<file path="src/rtl/video_in_dma.sv">
// Wishbone burst-write DMA from the video input FIFO into ping-pong frame buffers.
// Optional ERR_I retry per beat is enabled by defining VIDEO_IN_DMA_ERR_RETRY_EN.
module video_in_dma #(
    parameter int WORDS_PER_FRAME = 76800,
    parameter int BURST_LEN       = 8,
    parameter int CNT_W           = 5
) (
    input  logic             clk,
    input  logic             nRST,
    input  logic             cfg_enable,
    input  logic [31:0]      cfg_base0,
    input  logic [31:0]      cfg_base1,
    input  logic [CNT_W-1:0] nb_pack_available,
    input  logic [31:0]      data_fifo,
    output logic             r_ack,
    output logic             p_wb_STB_O,
    output logic             p_wb_CYC_O,
    output logic             p_wb_LOCK_O,
    output logic             p_wb_WE_O,
    output logic [3:0]       p_wb_SEL_O,
    output logic [31:0]      p_wb_ADR_O,
    output logic [31:0]      p_wb_DAT_O,
    input  logic             p_wb_ACK_I,
    input  logic             p_wb_ERR_I,
    output logic             interrupt,
    output logic             cur_buf
);

    localparam int WCNT_W = $clog2(WORDS_PER_FRAME + 1);
    localparam int BEAT_W = (BURST_LEN > 1) ? $clog2(BURST_LEN) : 1;
    localparam logic [WCNT_W-1:0] LAST_WORD = WCNT_W'(WORDS_PER_FRAME - 1);
    localparam logic [BEAT_W-1:0] LAST_BEAT = BEAT_W'(BURST_LEN - 1);
    localparam logic [CNT_W-1:0]  BURST_OCC = CNT_W'(BURST_LEN);

    typedef enum logic [2:0] {
        S_IDLE  = 3'd0,
        S_WAIT  = 3'd1,
        S_BURST = 3'd2,
        S_GAP   = 3'd3,
        S_DONE  = 3'd4
    } state_t;

    state_t              state_r;
    state_t              state_nxt_s;
    logic [31:0]         addr_r;
    logic [WCNT_W-1:0]   word_cnt_r;
    logic [BEAT_W-1:0]   beat_cnt_r;
    logic                wbuf_r;
    logic                cur_buf_r;
    logic                interrupt_r;
    logic                beat_s;
    logic                retry_s;
    logic                last_beat_s;
    logic                frame_end_s;
    logic                bus_s;

    function automatic logic [31:0] sel_base(input logic idx, input logic [31:0] b0,
                                             input logic [31:0] b1);
        return idx ? b1 : b0;
    endfunction

`ifdef VIDEO_IN_DMA_ERR_RETRY_EN
    logic [1:0] retry_cnt_r;

    // Retry budget per beat: cleared by any completed beat, bumped by each retried ERR.
    always_ff @(posedge clk) begin
        if (nRST) begin
            retry_cnt_r <= 2'd0;
        end else if (state_r == S_BURST) begin
            if (beat_s) begin
                retry_cnt_r <= 2'd0;
            end else if (retry_s) begin
                retry_cnt_r <= retry_cnt_r + 2'd1;
            end else begin
                retry_cnt_r <= retry_cnt_r;
            end
        end else begin
            retry_cnt_r <= retry_cnt_r;
        end
    end
`endif

    // Beat completion decode; ERR either completes the beat (data lost) or asks for a retry.
    always_comb begin
        beat_s  = 1'b0;
        retry_s = 1'b0;
        if (state_r == S_BURST) begin
            if (p_wb_ACK_I) begin
                beat_s = 1'b1;
            end else if (p_wb_ERR_I) begin
`ifdef VIDEO_IN_DMA_ERR_RETRY_EN
                if (retry_cnt_r == 2'd3) begin
                    beat_s = 1'b1;
                end else begin
                    retry_s = 1'b1;
                end
`else
                beat_s = 1'b1;
`endif
            end else begin
                beat_s = 1'b0;
            end
        end else begin
            beat_s = 1'b0;
        end
        last_beat_s = beat_s && (beat_cnt_r == LAST_BEAT);
        frame_end_s = last_beat_s && (word_cnt_r == LAST_WORD);
    end

    // Next-state logic.
    always_comb begin
        state_nxt_s = state_r;
        case (state_r)
            S_IDLE: begin
                if (cfg_enable) state_nxt_s = S_WAIT;
                else            state_nxt_s = S_IDLE;
            end
            S_WAIT: begin
                // A started frame always runs to completion, even with capture disabled.
                if (!cfg_enable && (word_cnt_r == {WCNT_W{1'b0}})) state_nxt_s = S_IDLE;
                else if (nb_pack_available >= BURST_OCC)            state_nxt_s = S_BURST;
                else                                                state_nxt_s = S_WAIT;
            end
            S_BURST: begin
                if (last_beat_s)  state_nxt_s = frame_end_s ? S_DONE : S_WAIT;
                else if (retry_s) state_nxt_s = S_GAP;
                else              state_nxt_s = S_BURST;
            end
            S_GAP: begin
                state_nxt_s = S_BURST;
            end
            S_DONE: begin
                if (cfg_enable) state_nxt_s = S_WAIT;
                else            state_nxt_s = S_IDLE;
            end
            default: begin
                state_nxt_s = S_IDLE;
            end
        endcase
    end

    // State, address/counters, buffer ping-pong and interrupt registers.
    always_ff @(posedge clk) begin
        if (nRST) begin
            state_r     <= S_IDLE;
            addr_r      <= 32'h0000_0000;
            word_cnt_r  <= {WCNT_W{1'b0}};
            beat_cnt_r  <= {BEAT_W{1'b0}};
            wbuf_r      <= 1'b0;
            cur_buf_r   <= 1'b1;
            interrupt_r <= 1'b0;
        end else begin
            state_r     <= state_nxt_s;
            interrupt_r <= frame_end_s;
            case (state_r)
                S_IDLE: begin
                    if (cfg_enable) begin
                        addr_r     <= sel_base(wbuf_r, cfg_base0, cfg_base1);
                        word_cnt_r <= {WCNT_W{1'b0}};
                        beat_cnt_r <= {BEAT_W{1'b0}};
                    end
                end
                S_BURST: begin
                    if (beat_s) begin
                        addr_r     <= addr_r + 32'd4;
                        word_cnt_r <= word_cnt_r + WCNT_W'(1);
                        beat_cnt_r <= last_beat_s ? {BEAT_W{1'b0}} : beat_cnt_r + BEAT_W'(1);
                    end
                    // cur_buf is updated together with the interrupt pulse so both are seen at once.
                    if (frame_end_s) cur_buf_r <= wbuf_r;
                end
                S_DONE: begin
                    wbuf_r     <= ~wbuf_r;
                    addr_r     <= sel_base(~wbuf_r, cfg_base0, cfg_base1);
                    word_cnt_r <= {WCNT_W{1'b0}};
                    beat_cnt_r <= {BEAT_W{1'b0}};
                end
                default: begin
                    addr_r <= addr_r;
                end
            endcase
        end
    end

    assign bus_s       = (state_r == S_BURST) || (state_r == S_GAP);
    assign p_wb_CYC_O  = bus_s;
    assign p_wb_LOCK_O = bus_s;
    assign p_wb_WE_O   = bus_s;
    assign p_wb_STB_O  = (state_r == S_BURST);
    assign p_wb_SEL_O  = bus_s ? 4'hF : 4'h0;
    assign p_wb_ADR_O  = addr_r;
    assign p_wb_DAT_O  = bus_s ? data_fifo : 32'h0000_0000;
    assign r_ack       = beat_s;
    assign interrupt   = interrupt_r;
    assign cur_buf     = cur_buf_r;

endmodule
</file>
<file path="config.mk">
export PLATFORM = sky130hd
export DESIGN_NAME = video_in_dma
export DESIGN_NICKNAME = d
export VERILOG_FILES = /design/src/rtl/video_in_dma.sv
export SDC_FILE = /design/constraint.sdc
export NUM_CORES = 1
export LEC_CHECK = 0
export BUFFER_PORTS_ARGS = -buffer_cell sky130_fd_sc_hd__buf_2
export CAP_MARGIN = 15
export CORE_UTILIZATION = 50
export CTS_CLUSTER_DIAMETER = 100
export DETAILED_ROUTE_END_ITERATION = 12
export HOLD_SLACK_MARGIN = 0.02
export PLACE_DENSITY = 0.87
export RECOVER_POWER = 100
export SETUP_SLACK_MARGIN = 0.1
export SYNTH_ARGS = -nofsm -noshare
export SYNTH_HDL_FRONTEND = slang
export SYNTH_SLANG_ARGS = --single-unit
</file>
<file path="constraint.sdc">
create_clock -name clk -period 3.9 [get_ports clk]
set_clock_uncertainty 0.15 [all_clocks]
set_input_delay 0.975 -clock clk [delete_from_list [all_inputs] [get_ports clk]]
set_output_delay 0.975 -clock clk [all_outputs]
set_load 0.03 [all_outputs]
</file>
==> results of run 1 <==
cell usage in the layout, fill, tap and decap left out, types with 4 or more instances in the layout:
master    Yosys  routed
buf_2         1     116
clkbuf_1     42      68
dfxtp_1      58      57
a21oi_1      44      44
nor2_1       43      43
nand2_1      35      35
mux2i_1      33      33
o21ai_0      21      22
and2_1       36      21
nand3_1      21      21
inv_1        20      20
o22ai_1      19      19
and2_0        0      15
nand4_1      14      14
o32ai_1      13      13
nor4_1       12      12
or4_1        10      11
and3_1       11      11
and4_1       10      10
clkbuf_8      0      10
nor3_1        9       9
a31oi_1       8       8
a221oi_1      8       8
buf_4         6       7
xnor2_1       6       6
nand2b_1      5       5
a211oi_1      5       5
or3_1         5       5
o211ai_1      5       5
o31ai_1       5       5
ha_1          5       5
a22o_1        4       4
xor2_1        4       4
a22oi_1       4       4
a21o_1        4       4
a41oi_1       4       4
critical path, delay by kind of cell, from the launching register on:
| family | cells | cell delay (ns) |
|---|---|---|
| buffers and inverters | 2 | 0.82 |
| DFF | 1 | 0.79 |
| and+or+nand+nor | 2 | 0.44 |
state kept, by name, indices dropped and copies added, names as in the netlist:
register    cells
state_r         3
cur_buf         1
word_cnt_r     17
p_wb_ADR_O     32
beat_cnt_r      3
interrupt       1
wbuf_r          1
layout make-up:
cell class / instances / area [µm²] / area share [%]
tap: 105 / 131.4 / 2.459
clock buffer: 13 / 148.9 / 2.787
sequential: 58 / 1162 / 21.76
inverter: 20 / 75.07 / 1.405
timing repair buffer: 188 / 877.1 / 16.42
clock inverter: 3 / 15.01 / 0.2810
multi-input combinational: 449 / 2933 / 54.89
stage by stage:
stage	util (%)	cells	area (µm²)
2_1_floorplan	-	580	4390
3_3_place_gp	63.23	820	5274
3_5_place_dp	63.23	820	5274
4_1_cts	65.20	836	5438
5_1_grt	64.06	836	5343
6_report	64.06	836	5343
final timing paths:
path	from	to	slack, ns
setup / recovery	state_r[0]	r_ack	0.38
hold / removal	p_wb_ADR_O[1]	p_wb_ADR_O[1]	0.33
setup reg to reg	state_r[0]	p_wb_ADR_O[13]	0.73
hold reg to reg	p_wb_ADR_O[1]	p_wb_ADR_O[1]	0.33
power breakdown:
group / switching (W) / internal [W]
registers: 0.0000498 / 0.000623
clock network: 0.000234 / 0.000245
logic: 0.000248 / 0.000132
cells by family (layout without fill, tap and decap cells):
family,count (synthesis),in the layout,synth area share [%]
fa+ha+maj,5,5,1.425
mux,33,33,7.524
buf+inv,73,224,6.782
simple gates,230,230,29.32
compound gates,171,171,26.50
flops,58,58,26.45
xor+xnor,10,10,1.995
routing by layer:
metal	track usage [%]	part of all wire (%)	vias up
li1	-	-	2501
met1	35.95	40	2467
met2	48.75	47	328
met3	4.897	9.8	33
met4	14.43	2.5	0
met5	0	0	-
==> metrics.cfg, run 1 <==
[clock_network]
ctsResizeCount = 0
cts_root_buffer = clkbuf_8
clkLatencyLatePin_ns = 0.34
cts_tree = done
clk_pin_slew_worst_paths_ns = 0.06
cts_sinks = 58
post_cts_buffers = 0
postCtsHoldBufs = 0
cts_made_buffers = 9
htree_levels = 3
clock_path_buffers = 2

[yosys]
synth-edff-count = 0
synth_fp_nets = 691
ys_ff_latch = 58
synth.cell_area_mm2 = 0.004390
synthDistinctLibCells = 61
yosys.cell_count.top_type = dfxtp_1
yosysTopAreaCellShare_pct = 26.45
ys_top_cells_by_count = 58 x dfxtp_1, 44 x a21oi_1, 43 x nor2_1, 42 x clkbuf_1, 36 x and2_1
syn_area_per_cell_um2 = 7.570
synth_flop_cell = dfxtp_1
synth.area.top_cells = dfxtp_1 26%, mux2i_1 7.5%, and2_1 5.1%
yosys_warnings = 0
synthArstFlopShare_pct = 0
synth_seq_area_share_pct = 26.45
synth.largest_area_cell = dfxtp_1
synth_cells = 580

[drt]
wl_per_cell_um = 16.47
route.final.wire_length_um = 13770
drc_errors = 0
firstDrtPassIters = 5
num_vias = 5329
drt-initial-drc-count = 466
ant_nets = 0
vias_per_cell = 6.374

[critical_path]
critPathCaptureType = output pin
cpMostUsedCell = clkbuf_1
crit_fanout = 22
crit_slowest_cell = dfxtp_1
path_class = reg2out
cp.arrival_ns = 2.40
critical_path.cell_chain = or3b_1 > clkbuf_1 > nor2_1 > clkbuf_1
cpPeakStageDelay_ns = 0.79
cp-start-kind = flip-flop
r2r_cells = 5
critical_path_required_ns = 2.77

[timing]
rsz0062_at_grt = no
final.setup.worst_slack_ns = 0.3753
fmax_mhz = 283.7
slew_viol_final = 0
period_share_pct = 90.38
hold_viol_final = 0
fin_hold_ws_ns = 0.3320
tightest_slew_ns = 0.9968
slew_headroom_pct = 33.30
fin_setup_tns_ns = 0
period_needed_ns = 3.525
setup_viol = 0

[place]
port-buffer-count = 177
dp_slack_ns = 0.9011
dpl.hpwl_um = 9949
gp_congestion = 0.9234

[pwr]
p_leak_nw = 2.008
power.total_w = 0.001533
power-per-cell-area_mw_per_mm2 = 286.9
ir_drop_uv = 145.9

[global_route]
grt_max_degree = 46
antenna_found_initial = 0
grt_pass1_vias = 4719
grt_overflow_total = 0
track_usage_pct = 29.07
grt_pass1_wl_um = 21160

[worst_hold_path]
hp-class = reg2reg
hold_depth = 2

[cells_and_area]
design.final.nets = 837
syn2layout_area_growth_pct = 21.69
n_antenna_cell = 0
num-fill-cells = 737
drive_gt1_share_pct = 19.84

[die]
start_util_pct = 52.64
coreArea_mm2 = 0.008341
die_w_um = 95.71
die_h_um = 95.71
rows = 33
io_pins = 181
dieArea_mm2 = 0.009159

[job]
maxCapViolCount = 0

[status]
outcome = finished clean

(Power assumes the default switching activity.)
==> run 2, diff against run 1 <==
Settings changed: RECOVER_POWER 100 to 25, SLEW_MARGIN from default to 40.
==> run 2 against run 1 <==
Fmax increased by 1.5%. Highest routed layer unchanged. Count of clock-buffer cells in the layout did not move. Routed wire length about the same. Via count rose by 0.47%. Largest cell class unchanged.
==> metrics.cfg, run 2 (synthesized netlist as in run 1, its figures left out) <==
[timing]
slew_headroom_pct = 40.88
rsz0062_at_grt = no
period_share_pct = 89.04
slew_viol_final = 0
fmax_mhz = 288.0
hold_viol_final = 0
tightest_slew_ns = 0.8869
fin_setup_tns_ns = 0
period_needed_ns = 3.473
setup_viol = 0
fin_hold_ws_ns = 0.3323

[critical_path]
critPathCaptureType = output pin
r2r_cells = 5
ff2ff_setup_slack_ns = 0.74
critical_path_required_ns = 2.77
timing.rr.start = state_r[0]
crit_fanout = 40
path_class = reg2out
cp.arrival_ns = 2.35
cp-start-kind = flip-flop
reg2reg_to = p_wb_ADR_O[13]

[cells_and_area]
final_cell_mix = 148 x buf_2, 57 x dfxtp_1, 44 x a21oi_1
design.final.nets = 837
final_common_cell = buf_2
stdcell_count = 836
largest_reg_flops = 32
syn2layout_area_growth_pct = 23.08
n_antenna_cell = 0
drive_gt1_share_pct = 25.03

[die]
start_util_pct = 52.64
dieArea_mm2 = 0.009159
io_pins = 181
die_h_um = 95.71
rows = 33
die_w_um = 95.71
coreArea_mm2 = 0.008341

[drt]
wl_per_cell_um = 16.47
route.final.wire_length_um = 13770
num_vias = 5354
drt-initial-drc-count = 426
ant_nets = 0
firstDrtPassIters = 6
vias_per_cell = 6.404
drc_errors = 0

[pwr]
p_leak_nw = 2.167
combPwrFrac_pct = 25.2
power-per-cell-area_mw_per_mm2 = 284.9
swShare_pct = 34.53
clockPowerShare_pct = 31.1
p_seq_share_pct = 43.7
p_switching_w = 0.0005316
intPower_w = 0.001008
ir_drop_uv = 147.3

[worst_hold_path]
min_from = p_wb_ADR_O[1]
whs_endpoint = p_wb_ADR_O[1]
hp-class = reg2reg
hold_depth = 2

[clock_network]
cts_root_buffer = clkbuf_8
post_cts_buffers = 0
cts_tree = done
cts_made_buffers = 9
postCtsHoldBufs = 0
cts_sinks = 58
clock_path_buffers = 2
htree_levels = 3
clk_pin_slew_worst_paths_ns = 0.06
clkLatencyLatePin_ns = 0.34
ctsResizeCount = 0

[place]
port-buffer-count = 177
dpl.hpwl_um = 9949
placed_cells = 820
gp_congestion = 0.9234

[status]
outcome = finished clean

[global_route]
grt_overflow_total = 0
grt_max_degree = 46
antenna_found_initial = 0
track_usage_pct = 29.07
grt_pass1_wl_um = 21160
grt_pass1_vias = 4719

[job]
maxCapViolCount = 0

## run 2: changes by cell type in the layout (fill, tap and decap cells not counted), sizes merged
cell,previous run,this run
buf,123,159
clkbuf,78,42
clkinv,3,4
inv,20,19
## run 2: through the flow
stage | utilization [%] | setup slack [ns] | area [µm²] | total power, W
after floorplan | - | 1.122 | 4390 | 0.0009194
after global placement | 63.23 | 0.9645 | 5274 | 0.001055
after detailed placement | 63.23 | 0.9011 | 5274 | 0.001069
after CTS | 65.20 | 0.6978 | 5438 | 0.001541
after global routing | 64.79 | 0.1617 | 5404 | 0.001603
final | 64.79 | 0.4273 | 5404 | 0.001540
## run 2: per-layer routing
layer	up-vias	part of all wire, %	global-route usage [%]
li1	2503	-	-
met1	2478	41	35.95
met2	320	47	48.75
met3	53	8.9	4.897
met4	0	3.0	14.43
met5	-	0	0
## run 2: worst max-delay path by stage
stage                     slack (ns)        from             end  depth (start not counted)
final                           0.43  state_r[2]  p_wb_DAT_O[19]                          4
after global routing            0.16  state_r[2]  p_wb_DAT_O[22]                          4
after CTS                       0.70  state_r[1]  p_wb_DAT_O[29]                          4
after detailed placement        0.90  cfg_enable  word_cnt_r[15]                          6
after global placement          0.96  cfg_enable  word_cnt_r[15]                          6
after floorplan                 1.12  state_r[2]           r_ack                          4
## run 2: critical path: stages, from the launching register on
cell and delay, ns:
dfxtp_1 0.61, nand2b_1 0.23, clkinv_1 0.57, and2_1 0.42, buf_2 0.18
## run 2: layout make-up
cell class	instances	area (µm²)
multi-input combinational	449	2939
fill	717	2937
sequential	58	1162
timing repair buffer	188	932.1
clock buffer	13	148.9
tap	105	131.4
inverter	20	75.07
clock inverter	3	15.01
## run 2: power groups by stage
stage	Sequential [W]	Combinational [W]	Clock [W]
after floorplan	0.000722	0.000197	0
after global placement	0.000680	0.000375	0
after detailed placement	0.000682	0.000387	0
after CTS	0.000670	0.000389	0.000483
after global routing	0.000678	0.000419	0.000507
final	0.000673	0.000387	0.000479
==> run 3, diff against run 2 <==
Clock period 3.9 ns to 4.5 ns, I/O delays scaled along.
==> run 3 against run 2 <==
Count of clock-buffer cells in the layout is 1 higher. Largest power group unchanged. The flow now finishes with violations (max-capacitance violations, max-slew violations). Hold slack about the same. Die area unchanged. Worst setup slack better by 0.48 ns. Sequential share of layout area decreased by 0.099 points. Total power shrank 7.9%. Critical endpoint is now word_cnt_r[16].
==> metrics.cfg, run 3 (synthesized netlist as in run 1, its figures left out) <==
[timing]
tightest_slew_ns = 2.000
final.setup.worst_slack_ns = 0.9086
setup_viol = 0
slew_viol_final = 45
hold_viol_final = 0
rsz0062_at_grt = no
period_share_pct = 79.81
fin_setup_tns_ns = 0
fmax_mhz = 278.4
slew_headroom_pct = -33.34
period_needed_ns = 3.591

[global_route]
track_usage_pct = 30.60
grt_overflow_total = 0
grt_pass1_vias = 4745
grt_pass1_wl_um = 22250
antenna_found_initial = 0
grt_max_degree = 59

[clock_network]
postCtsHoldBufs = 0
cts_sinks = 58
cts_root_buffer = clkbuf_8
cts_made_buffers = 9
htree_levels = 3
cts_tree = done
ctsResizeCount = 0
clock_path_buffers = 2
clkLatencyLatePin_ns = 0.34
clk_pin_slew_worst_paths_ns = 0.06
post_cts_buffers = 0

[pwr]
combPwrFrac_pct = 23.6
power-per-cell-area_mw_per_mm2 = 261.1
swShare_pct = 33.28
p_seq_share_pct = 41.2
p_leak_nw = 2.194
clockPowerShare_pct = 35.2
p_switching_w = 0.0004718
intPower_w = 0.0009457
ir_drop_uv = 135.9
power.total_w = 0.001418

[cells_and_area]
final_cell_mix = 154 x buf_2, 57 x dfxtp_1, 44 x a21oi_1
largest_reg_flops = 32
multi_input_comb_area_mm2 = 0.002942
seqCellArea_mm2 = 0.001162
n_antenna_cell = 0
drive_gt1_share_pct = 25.65
num-fill-cells = 726
syn2layout_area_growth_pct = 23.65
final_common_cell = buf_2
design.final.nets = 835

[drt]
drc_errors = 0
ant_nets = 0
vias_per_cell = 6.470
num_vias = 5396
route.final.wire_length_um = 14170
firstDrtPassIters = 6
drt-initial-drc-count = 472
wl_per_cell_um = 16.99

[place]
dpl.hpwl_um = 9974
port-buffer-count = 177
dp_slack_ns = 1.256
gp_congestion = 0.9266

[die]
coreArea_mm2 = 0.008341
rows = 33
start_util_pct = 52.64
die_h_um = 95.71
io_pins = 181
dieArea_mm2 = 0.009159
die_w_um = 95.71

[critical_path]
path_class = in2reg
critical_path_required_ns = 4.58
cp-start-kind = input pin
path_delay_family = buffers and inverters
cp.arrival_ns = 3.67
crit_fanout = 44
path_buf_inv = 2
cpPeakStageDelay_ns = 1.43
crit_slowest_cell = clkbuf_1
critPathCaptureType = flip-flop
critical_path.cell_chain = buf_2 > clkbuf_1 > or2_0 > or4_1 > nand2_1

[status]
violations = max-capacitance violations, max-slew violations
outcome = finished with violations

[worst_hold_path]
hp-class = reg2reg

[job]
maxCapViolCount = 1

-- run 3: cell count changes in the layout (fill, tap and decap cells not counted), moves of 2 or more --
cell | before | now
clkinv_2 | 3 | 1
buf_2 | 148 | 154
buf_4 | 11 | 8
clkbuf_1 | 32 | 27
-- run 3: final cells by class --
class	instances	area share [%]
clock buffer	14	2.996
clock inverter	2	0.6453
inverter	20	1.383
multi-input combinational	449	54.18
sequential	58	21.41
tap	105	2.420
timing repair buffer	186	16.96
-- run 3: worst paths after layout --
kind | startpoint | end | depth (start not counted) | slack (ns)
setup / recovery | nRST | word_cnt_r[16] | 5 | 0.91
hold / removal | cur_buf | cur_buf | 1 | 0.33
setup reg to reg | state_r[0] | p_wb_ADR_O[2] | 7 | 1.38
hold reg to reg | cur_buf | cur_buf | 1 | 0.33
-- run 3: power by group through the flow --
stage                     clock network [W]  registers, W  logic [W]
after floorplan                           0      0.000626   0.000171
after detailed placement                  0      0.000592   0.000334
final                              0.000499      0.000583   0.000335
after global routing               0.000518      0.000587   0.000362
after CTS                          0.000497      0.000580   0.000336
after global placement                    0      0.000590   0.000323
-- run 3: per-stage QoR --
| step | cells | area [µm²] | hold WS, ns | utilization [%] |
|---|---|---|---|---|
| final | 834 | 5429 | 0.3325 | 65.09 |
| after global routing | 834 | 5429 | 0.3546 | 65.09 |
| after CTS | 834 | 5459 | 0.3228 | 65.45 |
| after detailed placement | 818 | 5261 | 0.3079 | 63.08 |
| after global placement | 818 | 5259 | 0.2980 | 63.05 |
| after floorplan | 580 | 4390 | 0.3103 | - |
-- run 3: routing by layer --
metal  vias to the layer above  global-route usage [%]  part of all wire, %
met3                        46                   5.450                   10
met5                         -                       0                    0
met4                         0                   15.67                  3.2
met1                      2515                   38.19                   39
met2                       337                   50.42                   48
li1                       2498                       -                    -
